<file path="config.mk">
export PLATFORM = sky130hd
export DESIGN_NAME = uart_receiver
export DESIGN_NICKNAME = d
export VERILOG_FILES = /design/src/rtl/uart_receiver.sv
export SDC_FILE = /design/constraint.sdc
export NUM_CORES = 1
export LEC_CHECK = 0
export ABC_AREA = 1
export CORE_MARGIN = 1
export CORE_UTILIZATION = 40
export DETAILED_ROUTE_END_ITERATION = 8
export PLACE_DENSITY_LB_ADDON = 0.1
export SLEW_MARGIN = 20
export SYNTH_ARGS = -nofsm -noshare
export SYNTH_HDL_FRONTEND = slang
export SYNTH_SLANG_ARGS = --single-unit
</file>
<file path="constraint.sdc">
create_clock -name clk -period 4.9 [get_ports clk]
set_clock_uncertainty 0.05 [all_clocks]
set_input_delay 0.49 -clock clk [delete_from_list [all_inputs] [get_ports clk]]
set_output_delay 0.49 -clock clk [all_outputs]
set_load 0.1 [all_outputs]
</file>
<file path="src/rtl/uart_receiver.sv">
// UART receive path: synchronizes rx, mid-bit samples a start/data/stop frame
// and presents each byte on a valid/ready handshake with framing-error and overrun status.
module uart_receiver #(
    parameter int SYNC_STAGES = 2
) (
    input  logic        clk,
    input  logic        reset,
    input  logic        rx,
    input  logic [15:0] clocksPerCycle,
    input  logic [3:0]  bitsPerFrame,
    input  logic        rxDataReady,
    output logic [7:0]  rxData,
    output logic        rxDataValid,
    output logic        rxFrameError,
    output logic        rxOverrun,
    output logic        rxBusy
);

    typedef enum logic [1:0] {
        IDLE,
        START,
        DATA,
        STOP
    } state_t;

    state_t                 state_reg;
    logic [SYNC_STAGES-1:0] sync_reg;
    logic                   rx_prev_reg;
    logic [15:0]            count_reg;
    logic [3:0]             bit_count_reg;
    logic [7:0]             shift_reg;

    logic                   rxs;
    logic                   cycle_done;
    logic                   half_done;
    logic                   bits_done;
    logic [2:0]             bit_index;
    logic [7:0]             frame_mask;

    assign rxs        = sync_reg[SYNC_STAGES-1];
    assign cycle_done = (count_reg >= clocksPerCycle);
    assign half_done  = (count_reg >= (clocksPerCycle >> 1));
    assign bits_done  = (bit_count_reg >= bitsPerFrame);
    assign bit_index  = 3'(bit_count_reg - 4'd1);

    // Only the low bitsPerFrame bits of a delivered byte carry data.
    for (genvar gi = 0; gi < 8; gi++) begin : g_mask
        assign frame_mask[gi] = (bitsPerFrame > 4'(gi));
    end

    // Synchronizer resets to the idle level so reset release never looks like a start edge.
    always_ff @(posedge clk or posedge reset) begin
        if (reset) begin
            sync_reg    <= '1;
            rx_prev_reg <= 1'b1;
        end else begin
            sync_reg    <= {sync_reg[SYNC_STAGES-2:0], rx};
            rx_prev_reg <= rxs;
        end
    end

    always_ff @(posedge clk or posedge reset) begin
        if (reset) begin
            state_reg     <= IDLE;
            count_reg     <= 16'd1;
            bit_count_reg <= 4'd1;
            shift_reg     <= 8'h00;
            rxData        <= 8'h00;
            rxDataValid   <= 1'b0;
            rxFrameError  <= 1'b0;
            rxOverrun     <= 1'b0;
            rxBusy        <= 1'b0;
        end else begin
            // A consume clears status; a load later in this block takes precedence.
            if (rxDataValid && rxDataReady) begin
                rxDataValid  <= 1'b0;
                rxFrameError <= 1'b0;
                rxOverrun    <= 1'b0;
            end

            case (state_reg)
                IDLE: begin
                    count_reg     <= 16'd1;
                    bit_count_reg <= 4'd1;
                    if (rx_prev_reg && !rxs) begin
                        state_reg <= START;
                        rxBusy    <= 1'b1;
                    end
                end

                START: begin
                    if (half_done) begin
                        count_reg <= 16'd1;
                        if (!rxs) begin
                            state_reg <= DATA;
                        end else begin
                            state_reg <= IDLE;
                            rxBusy    <= 1'b0;
                        end
                    end else begin
                        count_reg <= count_reg + 16'd1;
                    end
                end

                DATA: begin
                    if (cycle_done) begin
                        count_reg <= 16'd1;
                        if (bit_count_reg <= 4'd8) begin
                            shift_reg[bit_index] <= rxs;
                        end
                        if (bits_done) begin
                            state_reg     <= STOP;
                            bit_count_reg <= 4'd1;
                        end else begin
                            bit_count_reg <= bit_count_reg + 4'd1;
                        end
                    end else begin
                        count_reg <= count_reg + 16'd1;
                    end
                end

                STOP: begin
                    if (cycle_done) begin
                        // Leave at mid-stop-bit so a back-to-back start edge is not missed.
                        state_reg    <= IDLE;
                        rxBusy       <= 1'b0;
                        count_reg    <= 16'd1;
                        rxData       <= shift_reg & frame_mask;
                        rxFrameError <= !rxs;
                        rxDataValid  <= 1'b1;
                        rxOverrun    <= rxDataValid && !rxDataReady;
                        shift_reg    <= 8'h00;
                    end else begin
                        count_reg <= count_reg + 16'd1;
                    end
                end

                default: begin
                    state_reg <= IDLE;
                    rxBusy    <= 1'b0;
                end
            endcase
        end
    end

endmodule

</file>
==> reports/metrics.csv, run 1 <==
stage,metric,value,unit
drt,met1_length,3.50,mm
setup_path,required,5.06,ns
synth,netlist_area,3190,um2
clock_network,cts.path.max_buffers,2,
drt,num_vias,2660,
clock_network,cts_htree_levels,2,
die,start_util,0.412,
synth,synth.avg_cell_area,7.83,um2
clock_network,cts_root_buf,clkbuf_8,
cells_and_area,drive_gt1_frac,0.0942,
setup_path,critPathLaunch,clocksPerCycle[15],
clock_network,cts_tree,built,
min_path,min_path_type,register to register,
global_routing,grt_use_total,0.173,
setup_path,cp_num_buf_inv,2,
drt,avgRoutedWirePerCell,12.0,um
die,num_io_pins,36,
cells_and_area,multiInputGateArea,1790,um2
sta,timing.fmax,366,MHz
run_status,outcome,"finished, final reports clean",
drt,drc,0,
setup_path,cp-end-kind,register,
cells_and_area,final_area,3720,um2
setup_path,critPathMaxFanout,20,
clock_network,clkLatencyLatePin,0.31,ns
sta,tightestPinTransition,0.966,ns
drt,wirelength,6.56,mm
drt,detail-route-antenna-nets,0,
setup_path,cpMostUsedCell,nand2_1,
cells_and_area,fin_nets,507,
synth,yosysWarnings,0,
cells_and_area,diodes,0,
cells_and_area,instances_no_fill,548,
die,rows,32,
setup_path,cp_slowest_stage_delay,0.45,ns
placed_design,hpwl,5.06,mm
setup_path,cp_slowest_cell,clkdlybuf4s50_1,
global_routing,gr-total-overflow,0,
sta,finalSetupViolations,0,
pwr,power_density,410,nW/um2
global_routing,grt_pass1_vias,2499,
clock_network,cts_hold_buffers,0,
die,fp.dieW,91.2,um
setup_path,cp.arrival,2.89,ns
setup_path,rr_startpoint,count_reg[15],
cells_and_area,largest_reg_flops,16,
setup_path,critPathKind,input port to register,
clock_network,cts_sinks,45,
synth,ys_top_cells_by_area,"dfrtp_1, ha_1, nand2_1",
cells_and_area,post-route-util,0.482,
pwr,vdd_drop_max,0.266,mV
drt,wl_met3,187,um
synth,syn-num-nets,469,
min_path,worstHoldStart,sync_reg[0],
setup_path,crit_family,simple AND/OR/NAND/NOR gates,
drt,dr.pass1.iters,4,
synth,synth_cells,407,
synth,synth.largest_area_cell,dfrtp_1,
drt,via_per_inst,4.85,
die,core,7730,um2
drt,top_layer_used,met4,
setup_path,worstPathCellList,clkdlybuf4s50_1 -> inv_1 -> ha_1 -> nand2_1 -> nor4_1 -> nand2_1 -> nand2_1 -> nand2_1 -> a21oi_1 -> nor2_1,
placed_design,gp_congestion,0.820,
synth,ys_ff_latch,45,
placed_design,place_area,3630,um2
setup_path,startpoint_type,input port,
global_routing,antenna_found_initial,0,
drt,detail_route.iter0.violations,124,
sta,maxSlewHeadroom,0.354,
setup_path,r2r_slack,2.37,ns
clock_network,cts-resized-gates,0,
die,fp.dieArea,8320,um2
drt,wl_met2,2.80,mm
pwr,p_leak,0.00177,uW
synth,ys_seq_area_frac,0.355,
placed_design,portBuffers,35,
sta,hold_violations,0,
flow_run,drv_cap,0,
sta,final_max_slew_viol_count,0,
synth,synth.distinct_cells,36,
synth,yosysTopAreaCellShare,0.314,
clock_network,cts_buffers,5,
clock_network,post_cts_buffers,0,
global_routing,grt_pass1_wl,11.5,mm
placed_design,place_inst,540,
cells_and_area,seqCellArea,1130,um2
clock_network,clkSlewWorstSetupHoldPaths,0.10,ns
die,die_y,91.2,um
sta,post-route-period-util,0.558,
sta,grt_setup_unrepaired,false,
sta,holdWs,0.311,ns
sta,period_needed,2.73,ns
cells_and_area,n_fill_cell,770,
global_routing,grt_max_degree,46,
sta,fin_setup_tns,0,ns
cells_and_area,synthToLayoutAreaGrowth,16.9,%
-- power breakdown --
| group | internal [uW] | switching [uW] | total (uW) |
|---|---|---|---|
| logic | 252 | 479 | 730 |
| registers | 456 | 96.2 | 553 |
| clock network | 103 | 143 | 246 |
| total | 811 | 717 | 1530 |
-- synthesized netlist by cell type, drive strengths merged --
master and n:
inv 58, clkbuf 2, a21oi 17, xor2 5, nor4 1, o21ai 36, nand4 6, a31oi 3
clkinv 1, nand2 98, buf 3, nor2 42, dfstp 5, nor3b 1, ha 38, o21a 2
nand3 22, nor3 15, xnor2 2, dfrtp 40, a41oi 1, o211ai 9
-- cell families (layout without fill, tap and decap cells) --
kind of cell | Yosys count | count (layout) | synth area share
compound gates | 68 | 68 | 0.121
xor+xnor | 7 | 7 | 0.0192
fa+ha+maj | 38 | 38 | 0.149
buf+inv | 64 | 103 | 0.0829
flops | 45 | 45 | 0.355
simple gates | 185 | 185 | 0.272
-- final timing paths --
check / cells after the start / endpoint
max: 10 / rxData[5]
min: 0 / sync_reg[1]
max reg2reg: 8 / rxData[5]
min reg2reg: 0 / sync_reg[1]
max in group asynchronous: 3 / count_reg[9]
min in group asynchronous: 3 / rxDataValid
-- worst register-to-register path, cell delays in order (launching register included) --
cell and delay (ns):
dfrtp_1 0.46, ha_1 0.33, nand2_1 0.08, nor4_1 0.40
nand2_1 0.14, nand2_1 0.29, nand2_1 0.40, a21oi_1 0.24
nor2_1 0.05
-- through the flow --
step | worst slack (ns) | total power [uW]
after floorplan | 3.03 | 1130
final | 2.17 | 1530
after global routing | 1.87 | 1680
after CTS | 2.17 | 1550
after global placement | 1.88 | 1290
after detailed placement | 1.85 | 1300
-- metal layers --
metal	GRT usage	vias up
met3	0.0310	6
met1	0.252	1189
met4	0.0476	0
li1	-	1423
met5	0	-
met2	0.263	42
-- layout make-up --
cell class	count	share of cell area
Multi-Input combinational cell	298	0.480
Sequential cell	45	0.304
Timing Repair Buffer	36	0.0961
Inverter	59	0.0601
Tap cell	102	0.0343
Clock buffer	5	0.0185
Clock inverter	3	0.00672
-- placed cells by master (no fill, tap or decap), types with 3 or more instances in the layout --
cell type	count
o21ai_0	27
nor2_1	31
xor2_1	5
dfrtp_1	40
nor2_2	8
ha_1	38
inv_1	54
o21ai_1	9
clkdlybuf4s50_1	35
nand3_1	20
nand2_2	5
nand2_1	92
clkbuf_8	5
nand4_1	6
nor2_4	3
a21oi_1	16
o211ai_1	9
dfstp_2	5
nor3_1	11
Power figures use the tool's default switching activity.
==> inputs of run 2 (changes only) <==
==> constraint.sdc (replaced) <==
create_clock -name clk -period 2.7 [get_ports clk]
set_clock_uncertainty 0.05 [all_clocks]
set_input_delay 0.27 -clock clk [delete_from_list [all_inputs] [get_ports clk]]
set_output_delay 0.27 -clock clk [all_outputs]
set_load 0.1 [all_outputs]
==> reports/metrics.csv, run 2 (synthesis results as in run 1) <==
stage,metric,value,unit,change
pwr,p_leak,0.00180,uW,was 0.00177 uW
min_path,min_path_cells,0,,unchanged
setup_path,startpoint_type,register,,was input port
clock_network,clkLatencyLatePin,0.30,ns,was 0.31 ns
sta,timing.fmax,463,MHz,
clock_network,cts_htree_levels,2,,unchanged
pwr,power,2770,uW,was 1530 uW
die,fp.dieW,91.2,um,unchanged
cells_and_area,final_area,3710,um2,was 3720 um2
global_routing,gr-total-overflow,0,,unchanged
sta,hold_violations,0,,unchanged
global_routing,grt_pass1_wl,12.0,mm,was 11.5 mm
cells_and_area,n_fill_cell,804,,was 770
drt,num_vias,2688,,was 2660
global_routing,top_usage_layer,met2,,unchanged
global_routing,grt_util_met2,0.297,,was 0.263
cells_and_area,final_cell_mix,"nand2_1, inv_1, dfrtp_1, ha_1, nor2_1",,"was nand2_1, inv_1, dfrtp_1, ha_1, clkdlybuf4s50_1"
setup_path,cp.arrival,2.30,ns,was 2.89 ns
die,rows,32,,unchanged
pwr,vdd_drop_max,0.607,mV,was 0.266 mV
setup_path,rr_startpoint,bit_count_reg[0],,was count_reg[15]
drt,wirelength,6.72,mm,was 6.56 mm
sta,finalSetupViolations,0,,unchanged
die,fp.dieArea,8320,um2,unchanged
setup_path,cp-end-kind,register,,unchanged
cells_and_area,synthToLayoutAreaGrowth,16.3,%,was 16.9%
die,num_io_pins,36,,unchanged
cells_and_area,drive_gt1_frac,0.125,,was 0.0942
global_routing,grt_use_total,0.179,,was 0.173
cells_and_area,post-route-util,0.480,,was 0.482
sta,final_max_slew_viol_count,0,,unchanged
setup_path,critPathKind,register to register,,was input port to register
sta,fin_setup_tns,0,ns,unchanged
clock_network,cts_sinks,45,,unchanged
sta,maxSlewHeadroom,0.609,,was 0.354
clock_network,cts_hold_buffers,0,,unchanged
drt,detail-route-antenna-nets,0,,unchanged
setup_path,r2r_slack,0.54,ns,was 2.37 ns
clock_network,cts_root_buf,clkbuf_8,,unchanged
global_routing,met3_usage,0.0318,,was 0.0310
drt,via_per_inst,4.89,,was 4.85
setup_path,r2r_end,shift_reg[3],,was rxData[5]
sta,post-route-period-util,0.799,,
sta,tightestPinTransition,0.586,ns,was 0.966 ns
global_routing,grt_max_degree,46,,unchanged
placed_design,gp_congestion,0.797,,was 0.820
cells_and_area,fin_nets,509,,was 507
clock_network,cts_tree,built,,unchanged
run_status,outcome,"finished, final reports clean",,unchanged
placed_design,hpwl,5.21,mm,was 5.06 mm
setup_path,reg2reg_depth,8,,unchanged
min_path,min_to,sync_reg[1],,unchanged
cells_and_area,diodes,0,,unchanged
sta,grt_setup_unrepaired,false,,unchanged
drt,avgRoutedWirePerCell,12.2,um,was 12.0 um
drt,dr.pass1.iters,4,,unchanged
min_path,worstHoldStart,sync_reg[0],,unchanged
global_routing,grt_pass1_vias,2632,,was 2499
global_routing,met1_usage,0.245,,was 0.252
clock_network,cts.path.max_buffers,2,,unchanged
clock_network,clkSlewWorstSetupHoldPaths,0.09,ns,was 0.10 ns
flow_run,drv_cap,0,,unchanged
cells_and_area,final_common_cell,nand2_1,,unchanged
placed_design,portBuffers,35,,unchanged
clock_network,cts_buffers,5,,unchanged
die,die_y,91.2,um,unchanged
placed_design,place_area,3620,um2,was 3630 um2
global_routing,antenna_found_initial,0,,unchanged
cells_and_area,largest_reg_flops,16,,unchanged
clock_network,cts-resized-gates,0,,unchanged
min_path,min_path_type,register to register,,unchanged
die,core,7730,um2,unchanged
drt,drc,0,,unchanged
die,start_util,0.412,,unchanged
setup_path,critPathMaxFanout,8,,was 20
sta,period_needed,2.16,ns,
pwr,power_density,747,nW/um2,was 410 nW/um2
setup_path,required,2.84,ns,was 5.06 ns
drt,detail_route.iter0.violations,97,,was 124
clock_network,post_cts_buffers,0,,unchanged
run 2: cell count changes in the layout (fill, tap and decap cells not counted), sizes merged:
cell / before / now
clkdlybuf4s50: 35 / 23
buf: 1 / 15
run 2: per-stage QoR:
step	setup WS (ns)	hold slack, ns	std cells
6_report	0.541	0.311	550
3_5_place_dp	0.328	0.298	542
5_1_grt	0.329	0.311	550
3_3_place_gp	0.344	0.297	542
2_1_floorplan	0.855	0.224	407
4_1_cts	0.557	0.310	550
run 2: area by class of cell:
class                      instances  area (um2)  area share
clock buffer                       5        68.8      0.0186
inverter                          59         224      0.0604
clock inverter                     3        21.3     0.00574
timing repair buffer              38         343      0.0925
sequential                        45        1130       0.306
tap                              102         128      0.0344
multi-input combinational        298        1790       0.483
run 2: critical path: stages, from the launching register on:
cell and delay, ns:
dfstp_2 0.63, inv_1 0.16, ha_1 0.25, xnor2_1 0.37, nand2_1 0.13, nor2_1 0.19
o211ai_1 0.13, nand2_1 0.09, o21ai_1 0.06
run 2: worst max path at each step:
stage | start | to | slack [ns] | depth (start not counted)
floorplan | bit_count_reg[0] | shift_reg[0] | 0.86 | 8
global placement | clocksPerCycle[15] | rxFrameError | 0.34 | 11
global route | bit_count_reg[0] | shift_reg[0] | 0.33 | 8
detailed placement | clocksPerCycle[15] | shift_reg[0] | 0.33 | 11
finish | bit_count_reg[0] | shift_reg[3] | 0.54 | 8
CTS | bit_count_reg[0] | shift_reg[3] | 0.56 | 8
run 2: routing by layer:
| layer | vias up | routed length, um | part of all wire |
|---|---|---|---|
| met5 | - | 0 | 0 |
| met4 | 0 | 42 | 0.0062 |
| met3 | 6 | 196 | 0.029 |
| met2 | 42 | 2950 | 0.44 |
| met1 | 1220 | 3540 | 0.53 |
| li1 | 1420 | - | - |
run 2: report_power, final:
part	leakage [uW]	internal [uW]	switching, uW	total, uW
Combinational	0.00117	449	881	1330
Sequential	0.000590	829	178	1010
Clock	0.0000445	184	247	431
Total	0.00180	1460	1310	2770
==> inputs of run 3 (changes only) <==
==> constraint.sdc (replaced) <==
create_clock -name clk -period 2.1 [get_ports clk]
set_clock_uncertainty 0.05 [all_clocks]
set_input_delay 0.21 -clock clk [delete_from_list [all_inputs] [get_ports clk]]
set_output_delay 0.21 -clock clk [all_outputs]
set_load 0.1 [all_outputs]
==> reports/metrics.csv, run 3 (synthesis results as in run 1) <==
stage,metric,value,unit,change
run_status,outcome,"finished, final reports clean",,unchanged
clock_network,cts_sinks,45,,unchanged
cells_and_area,diodes,0,,unchanged
setup_path,cp_slowest_stage_delay,0.57,ns,was 0.63 ns
placed_design,portBuffers,35,,unchanged
setup_path,required,2.25,ns,was 2.84 ns
drt,dr.pass1.iters,4,,unchanged
global_routing,antenna_found_initial,0,,unchanged
sta,grt_setup_unrepaired,true,,was false
sta,final_max_slew_viol_count,0,,unchanged
die,rows,32,,unchanged
drt,avgRoutedWirePerCell,12.2,um,about the same
setup_path,r2r_slack,0.09,ns,was 0.54 ns
setup_path,cp_slowest_cell,dfstp_2,,unchanged
clock_network,cts_root_buf,clkbuf_8,,unchanged
die,fp.dieArea,8320,um2,unchanged
cells_and_area,fin_nets,548,,was 509
drt,detail_route.iter0.violations,93,,was 97
setup_path,critPathKind,register to register,,unchanged
sta,timing.fmax,497,MHz,was 463 MHz
die,start_util,0.412,,unchanged
clock_network,cts.path.max_buffers,2,,unchanged
setup_path,crit_family,simple AND/OR/NAND/NOR gates,,was flip-flops
global_routing,grt_max_degree,27,,was 46
global_routing,grt_pass1_vias,2723,,was 2632
die,fp.dieW,91.2,um,unchanged
pwr,p_leak,0.00204,uW,was 0.00180 uW
setup_path,cp-end-kind,register,,unchanged
cells_and_area,seqCellArea,1130,um2,unchanged
setup_path,critPathMaxFanout,13,,was 8
sta,holdWs,0.222,ns,was 0.311 ns
clock_network,cts_htree_levels,2,,unchanged
setup_path,worstPathCellList,inv_4 -> buf_4 -> ha_4 -> nand2_1 -> nor2_1 -> nor2_1 -> nand2_1 -> nand2_1 -> nand2_2 -> nand2_2 -> nand2_4 -> nand2_4 -> inv_8 -> nor3_1,,was inv_1 -> ha_1 -> xnor2_1 -> nand2_1 -> nor2_1 -> o211ai_1 -> nand2_1 -> o21ai_1
global_routing,gr-total-overflow,0,,unchanged
setup_path,cp.depth,14,,was 8
drt,num_vias,2854,,was 2688
clock_network,cts_hold_buffers,0,,unchanged
cells_and_area,n_fill_cell,736,,was 804
die,num_io_pins,36,,unchanged
global_routing,grt_use_total,0.185,,was 0.179
setup_path,cp_num_buf_inv,3,,was 1
sta,maxSlewHeadroom,0.473,,was 0.609
die,die_y,91.2,um,unchanged
setup_path,cpMostUsedCell,nand2_1,,unchanged
setup_path,cp.arrival,2.16,ns,was 2.30 ns
cells_and_area,drive_gt1_frac,0.228,,was 0.125
placed_design,hpwl,5.51,mm,was 5.21 mm
sta,tightestPinTransition,0.785,ns,was 0.586 ns
cells_and_area,final_common_cell,nand2_1,,unchanged
clock_network,cts_tree,built,,unchanged
sta,fin_setup_tns,0,ns,unchanged
die,core,7730,um2,unchanged
flow_run,drv_cap,0,,unchanged
setup_path,startpoint_type,register,,unchanged
global_routing,grt_pass1_wl,12.4,mm,was 12.0 mm
sta,postLayoutSetupSlackWorst,0.0894,ns,was 0.541 ns
drt,wirelength,7.18,mm,was 6.72 mm
pwr,power_density,939,nW/um2,was 747 nW/um2
drt,detail-route-antenna-nets,0,,unchanged
clock_network,cts_buffers,5,,unchanged
cells_and_area,largest_reg_flops,16,,unchanged
setup_path,rr_startpoint,count_reg[0],,was bit_count_reg[0]
drt,via_per_inst,4.85,,was 4.89
setup_path,reg2reg_depth,14,,was 8
setup_path,r2r_end,count_reg[6],,was shift_reg[3]
placed_design,dp_slack,-0.393,ns,was 0.328 ns
min_path,min_path_type,input port to async pin,,was register to register
placed_design,gp_congestion,0.865,,was 0.797
cells_and_area,multiInputGateArea,1890,um2,was 1790 um2
sta,hold_violations,0,,unchanged
drt,drc,0,,unchanged
sta,post-route-period-util,0.957,,was 0.799
sta,finalSetupViolations,0,,unchanged
pwr,vdd_drop_max,0.509,mV,was 0.607 mV
cells_and_area,final_cell_mix,"nand2_1, inv_1, buf_4, dfrtp_1, ha_1",,"was nand2_1, inv_1, dfrtp_1, ha_1, nor2_1"
cells_and_area,synthToLayoutAreaGrowth,29.9,%,was 16.3%
clock_network,clkSlewWorstSetupHoldPaths,0.09,ns,about the same
clock_network,clkLatencyLatePin,0.30,ns,about the same
sta,period_needed,2.01,ns,was 2.16 ns
## run 3: changes by cell type in the layout (fill, tap and decap cells not counted), sizes merged
cell,delta
buf,+39
## run 3: metrics by stage
step                utilization  total power, uW  area (um2)  std cells
floorplan                     -             2630        3190        407
global placement          0.504             3190        3900        576
detailed placement        0.504             3230        3900        576
CTS                       0.518             3830        4010        584
global route              0.536             4230        4140        589
finish                    0.536             3890        4140        589
## run 3: cell type report
class                           count  area share
Inverter                           59      0.0559
Tap cell                          102      0.0308
Sequential cell                    45       0.274
Clock inverter                      3     0.00605
Multi-Input combinational cell    298       0.456
Timing Repair Buffer               77       0.161
Clock buffer                        5      0.0166
## run 3: worst register-to-register path, cell delays in order (launching register included)
cell and delay, ns:
dfstp_2 0.57, inv_4 0.05, buf_4 0.14, ha_4 0.25, nand2_1 0.04, nor2_1 0.09
nor2_1 0.04, nand2_1 0.05, nand2_1 0.06, nand2_2 0.10, nand2_2 0.07, nand2_4 0.12
nand2_4 0.09, inv_8 0.14, nor3_1 0.06
## run 3: per-layer routing
metal	global-route usage	up-vias	wire length (um)
met5	0	-	0
met4	0.0437	0	66
met3	0.0276	5	219
met2	0.297	51	3210
met1	0.263	1292	3690
li1	-	1506	-
## run 3: worst max-delay path by stage
stage | from | endpoint | slack (ns)
2_1_floorplan | bit_count_reg[0] | shift_reg[0] | 0.26
3_3_place_gp | clocksPerCycle[15] | count_reg[8] | -0.40
3_5_place_dp | clocksPerCycle[15] | shift_reg[6] | -0.39
4_1_cts | count_reg[0] | count_reg[8] | 0.01
5_1_grt | count_reg[0] | rxData[6] | -0.05
6_report | count_reg[0] | count_reg[6] | 0.09
## run 3: report_power, final
group          leakage [uW]  internal, uW  switching, uW
combinational       0.00140           785           1280
sequential         0.000590          1060            179
clock             0.0000447           241            339
## run 3: repair_timing
action / in CTS / in global routing
gates cloned: 0 / 1
setup endpoints to repair: 35 / 42
buffers inserted: 0 / 4
pin swaps: 0 / 14
gates resized for setup: 4 / 25
==> RTL change 1 (settings of run 2) <==
Re-encode `state_t` (4 states) as one-hot, 4 bits wide.
--- a/src/rtl/uart_receiver.sv
+++ b/src/rtl/uart_receiver.sv
@@ -18,7 +18,7 @@
 
-    typedef enum logic [1:0] {
-        IDLE,
-        START,
-        DATA,
-        STOP
+    typedef enum logic [3:0] {
+        IDLE  = 4'b0001,
+        START = 4'b0010,
+        DATA  = 4'b0100,
+        STOP  = 4'b1000
     } state_t;
Behaviour: same outputs for any inputs over 10 cycles, from zero or initial values and one cycle with reset high; not proved beyond that.
==> RTL change 1 against run 2 <==
Utilization is 0.16 points higher; setup slack worse by 0.21 ns; synthesized area is 9.4% higher; critical path depth up 2; sequential power shrank 12%; sequential cell count increased by 2; largest power group unchanged; final area grew 8.3%; largest cell class unchanged; routed wire length increased by 13%; power fell by 12%; clock power grew 25%; critical path type is now primary input to flip-flop; synthesized cell count increased by 17%.
==> RTL change 1: results (changes against run 2) <==
| Metric | Value |
|---|---|
| Outcome | `finished, final reports clean` |
| Hold WS | `0.289 ns (-0.0216 ns)` |
| Reg2reg setup slack | `0.34 ns (-0.20 ns)` |
| Final #Nets | `576 (+13%)` |
| Post-DP HPWL | `5850 um (+12%)` |
| Net Count, Synth | `538 (+15%)` |
| Synth Area per Inst | `7.32 um^2 (-6.5%)` |
| Max FFs per register | `16 (unchanged)` |
| # fillers | `866 (+7.7%)` |
| Worst Hold Class | `primary input to async pin` |
| Clock latency on the worst-skew pair | `0.30 ns (about the same)` |
| Initial antenna violation count | `0 (unchanged)` |
| Tot GR Track Use | `0.179 (+0.000328)` |
| Drt total wl | `7620 um (+13%)` |
| Largest net degree at the start of global routing | `27 (-41%)` |
| Htree depth | `2 (unchanged)` |
| R2R Path End | `rxData[5]$_DFFE_PP0P_` |
| DRT iter0 DRCs | `121 (+25%)` |
| Commonest cells post-synth | `nand2_1, inv_1, dfrtp_1, ha_1` |
| Share of layout cells above drive strength 1 | `0.107 (-0.0182)` |
| Slowest cell delay on critical path | `0.48 ns (-0.15 ns)` |
| Via count | `3069 (+14%)` |
| Vias in the first global route | `2784 (+5.8%)` |
| Pre-CTS setup slack | `-0.0740 ns (-0.402 ns)` |
| Rel. slew slack | `0.552 (-0.0577)` |
| Netlist cell types | `37 (+2.8%)` |
| Crit-path max FO | `21 (+13)` |
| Ranking of synthesized cells by area | `dfrtp_1, nand2_1, ha_1, inv_1, nand3_1` |
| Placed instance count | `612 (+13%)` |
| Maximum VDD drop | `0.000592 V (-2.5%)` |
| GPL Wtd Cong | `0.811 (+1.8%)` |
| Sequential element share of the synthesized area | `0.340 (-0.0158)` |
| Vias per std cell | `4.95 (+1.3%)` |
## RTL change 1: final cells by class
cell class              instances  area, um^2  area share
clock inverters                 3        46.3      0.0115
repair buffers                 39         350      0.0873
multi-input cells             359        2000       0.498
flip-flops and latches         47        1180       0.295
well taps                     105         131      0.0327
clock buffers                   5        68.8      0.0171
inverters                      62         235      0.0586
## RTL change 1: metal layers
metal / vias to the layer above / wire length, um / GRT usage
met4: 0 / 77 / 0.0530
met3: 5 / 253 / 0.0231
met2: 42 / 3310 / 0.272
li1: 1618 / - / -
met5: - / 0 / 0
met1: 1404 / 3980 / 0.264
## RTL change 1: worst max-delay path by stage
| stage | start | slack (ns) | end | cells past startpoint |
|---|---|---|---|---|
| 2_1_floorplan | bit_count_reg[0]$_DFFE_PP1P_ | 0.73 | shift_reg[2]$_DFFE_PP0P_ | 11 |
| 3_3_place_gp | clocksPerCycle[15] | -0.09 | rxFrameError$_DFF_PP0_ | 10 |
| 3_5_place_dp | clocksPerCycle[15] | -0.07 | rxData[5]$_DFFE_PP0P_ | 10 |
| 4_1_cts | clocksPerCycle[15] | 0.25 | rxData[5]$_DFFE_PP0P_ | 10 |
| 5_1_grt | clocksPerCycle[15] | 0.03 | rxData[5]$_DFFE_PP0P_ | 10 |
| 6_report | clocksPerCycle[15] | 0.33 | rxData[5]$_DFFE_PP0P_ | 10 |
## RTL change 1: cells by family after synthesis
kind of cell    synth area share
xor+xnor                  0.0101
buf+inv                   0.0869
fa+ha+maj                  0.136
simple gates               0.357
compound gates            0.0704
flops                      0.340
## RTL change 1: worst max-delay path: cells and delay by family
family	cells	cell delay (ns)
adders and majority gates	1	0.29
and+or+nand+nor	6	1.32
AOI/OAI and AO/OA	1	0.09
buffers and inverters	2	0.53
## RTL change 1: stage by stage
stage,TNS [ns],area (um^2)
5_1_grt,0,4010
3_5_place_dp,-0.532,3900
3_3_place_gp,-1.18,3900
6_report,0,4010
4_1_cts,0,4010
2_1_floorplan,0,3480
## RTL change 1: report_power, final
part	internal (uW)	switching, uW	leakage [uW]	total [uW]
registers	792	97.2	0.000632	890
logic	337	674	0.00150	1010
clock network	279	258	0.0000548	537
total	1410	1030	0.00219	2440
==> RTL change 2 (flow settings as in run 2) <==
Without the edit above. Set the parameter `SYNC_STAGES` to 4 (it was 2).
--- a/src/rtl/uart_receiver.sv
+++ b/src/rtl/uart_receiver.sv
@@ -3,3 +3,3 @@
 module uart_receiver #(
-    parameter int SYNC_STAGES = 2
+    parameter int SYNC_STAGES = 4
 ) (
Check against the original RTL: not equivalent (a bounded check fails within 4 cycles, from zero or initial values and one cycle with reset high).
==> RTL change 2 against run 2 <==
Routed wire length down 4.8%; synthesized area up 0.43%; final area up 1.1%; setup slack better by 0.027 ns; fmax up 1.3%; cell count down 0.73%; critical path type unchanged; sequential power down 11%; sequential cell count up 2; utilization up 0.52 points; power down 15%.
==> RTL change 2: results (changes against run 2) <==
| Metric | Value |
|---|---|
| Post-DP HPWL | `4900 um (-5.8%)` |
| Largest net degree at the start of global routing | `48 (+4.3%)` |
| Outcome | `finished, final reports clean` |
| First-pass GRT wire length | `11600 um (-3.1%)` |
| Inserted Clock Buffers | `5 (unchanged)` |
| Rel. slew slack | `0.591 (-0.0187)` |
| FFs w/ async S/R, synth | `1.00 (unchanged)` |
| Max FFs per register | `16 (unchanged)` |
| Placed inst area | `3630 um^2 (+0.38%)` |
| Drt pass-1 iters | `4 (unchanged)` |
| Synth warn | `0 (unchanged)` |
| Tot GR Track Use | `0.171 (-0.00758)` |
| CTS clk-pin slew, worst paths | `0.10 ns` |
| Antenna diodes | `0 (unchanged)` |
| Reg2reg setup slack | `0.57 ns (+0.03 ns)` |
| Worst Min Path Start | `rx` |
| Share of layout cells above drive strength 1 | `0.131 (+0.00563)` |
| Drt total wl | `6400 um (-4.8%)` |
| CP Class | `flip-flop to flip-flop` |
| Htree depth | `2 (unchanged)` |
| Initial antenna violation count | `0 (unchanged)` |
| Crit-path max FO | `4 (-4)` |
| RR Startpoint | `count_reg[0]$_DFF_PP1_` |
| Ranking of synthesized cells by area | `dfrtp_1, ha_1, nand2_1, inv_1, dfstp_2` |
| Post-CTS resize count | `0 (unchanged)` |
| CP arrival | `2.29 ns` |
| DRT iter0 DRCs | `153 (+58%)` |
| Netlist cell types | `36 (unchanged)` |
| Critical Path Source Type | `flip-flop` |
| Worst Hold Class | `primary input to flip-flop` |
| Vias in the first global route | `2554 (-3.0%)` |
| Clock latency on the worst-skew pair | `0.31 ns` |
| R2R cell count | `15 (+7)` |
| Slowest cell delay on critical path | `0.56 ns (-0.07 ns)` |
| Final #Nets | `505 (-0.79%)` |
| Root Driver | `clkbuf_8` |
| Sequential element share of the synthesized area | `0.370 (+0.0149)` |
| Commonest cells post-synth | `nand2_1, inv_1, nor2_1, dfrtp_1, ha_1` |
| Setup bufs post-CTS | `0 (unchanged)` |
| CTS max path bufs | `2 (unchanged)` |
| Max stage delay cell, worst path | `dfstp_2` |
| Min-Delay Endpoint | `sync_reg[0]$_DFF_PP1_` |
| GPL Wtd Cong | `0.828 (+4.0%)` |
| Maximum VDD drop | `0.000499 V (-18%)` |
| Leakage | `0.00194 uW (+7.5%)` |
| Net Count, Synth | `466 (-0.64%)` |
| Port Buffer Count | `35 (unchanged)` |
| Hold Path Cell Cnt | `1 (+1)` |
| # fillers | `755 (-6.1%)` |
| Vias per std cell | `4.75 (-2.9%)` |
## RTL change 2: changes by cell type in the layout (fill, tap and decap cells not counted), moves of 3 or more
cell	delta
nor2_1	+15
nand2_1	-9
o211ai_1	-8
o21ai_0	-8
nand3_1	+6
o21ai_1	-6
o21ai_2	+6
inv_1	+5
nor2_2	-4
nor3_1	-3
o31ai_1	+3
## RTL change 2: worst max-delay path: cells and delay by family (launching register included)
kind,cells,cell delay [ns]
and+or+nand+nor,13,1.05
adders and majority gates,1,0.28
buffers and inverters,1,0.08
DFF,1,0.56
## RTL change 2: cells by family after synthesis
kind of cell | Yosys count | synth area share
DFF | 47 | 0.370
and+or+nand+nor | 191 | 0.276
adders and majority gates | 38 | 0.149
xor gates and xnor gates | 8 | 0.0219
buffers and inverters | 68 | 0.0880
AOI/OAI and AO/OA | 52 | 0.0954
## RTL change 2: per-stage QoR
step           utilization  power [uW]  hold slack, ns  worst slack (ns)  cells
2_1_floorplan            -        1630           0.224             0.831    404
3_3_place_gp         0.470        1810           0.296             0.365    538
3_5_place_dp         0.470        1830           0.298             0.309    538
4_1_cts              0.485        2390           0.292             0.572    546
5_1_grt              0.485        2580           0.309             0.353    546
6_report             0.485        2360           0.298             0.568    546
## RTL change 2: power breakdown
part           switching, uW  internal, uW
registers                102           798
clock network            266           281
logic                    599           311
## RTL change 2: layout make-up
type                    instances  share of cell area
well taps                     102              0.0341
clock buffers                   5              0.0184
clock inverters                 3              0.0127
inverters                      63              0.0631
flip-flops and latches         47               0.316
repair buffers                 37              0.0929
multi-input cells             289               0.463
## RTL change 2: per-layer routing
metal	up-vias	GRT usage	routed length, um
li1	1389	-	-
met1	1152	0.250	3360
met2	45	0.264	2730
met3	6	0.0285	244
met4	0	0.0397	67
met5	-	0	0
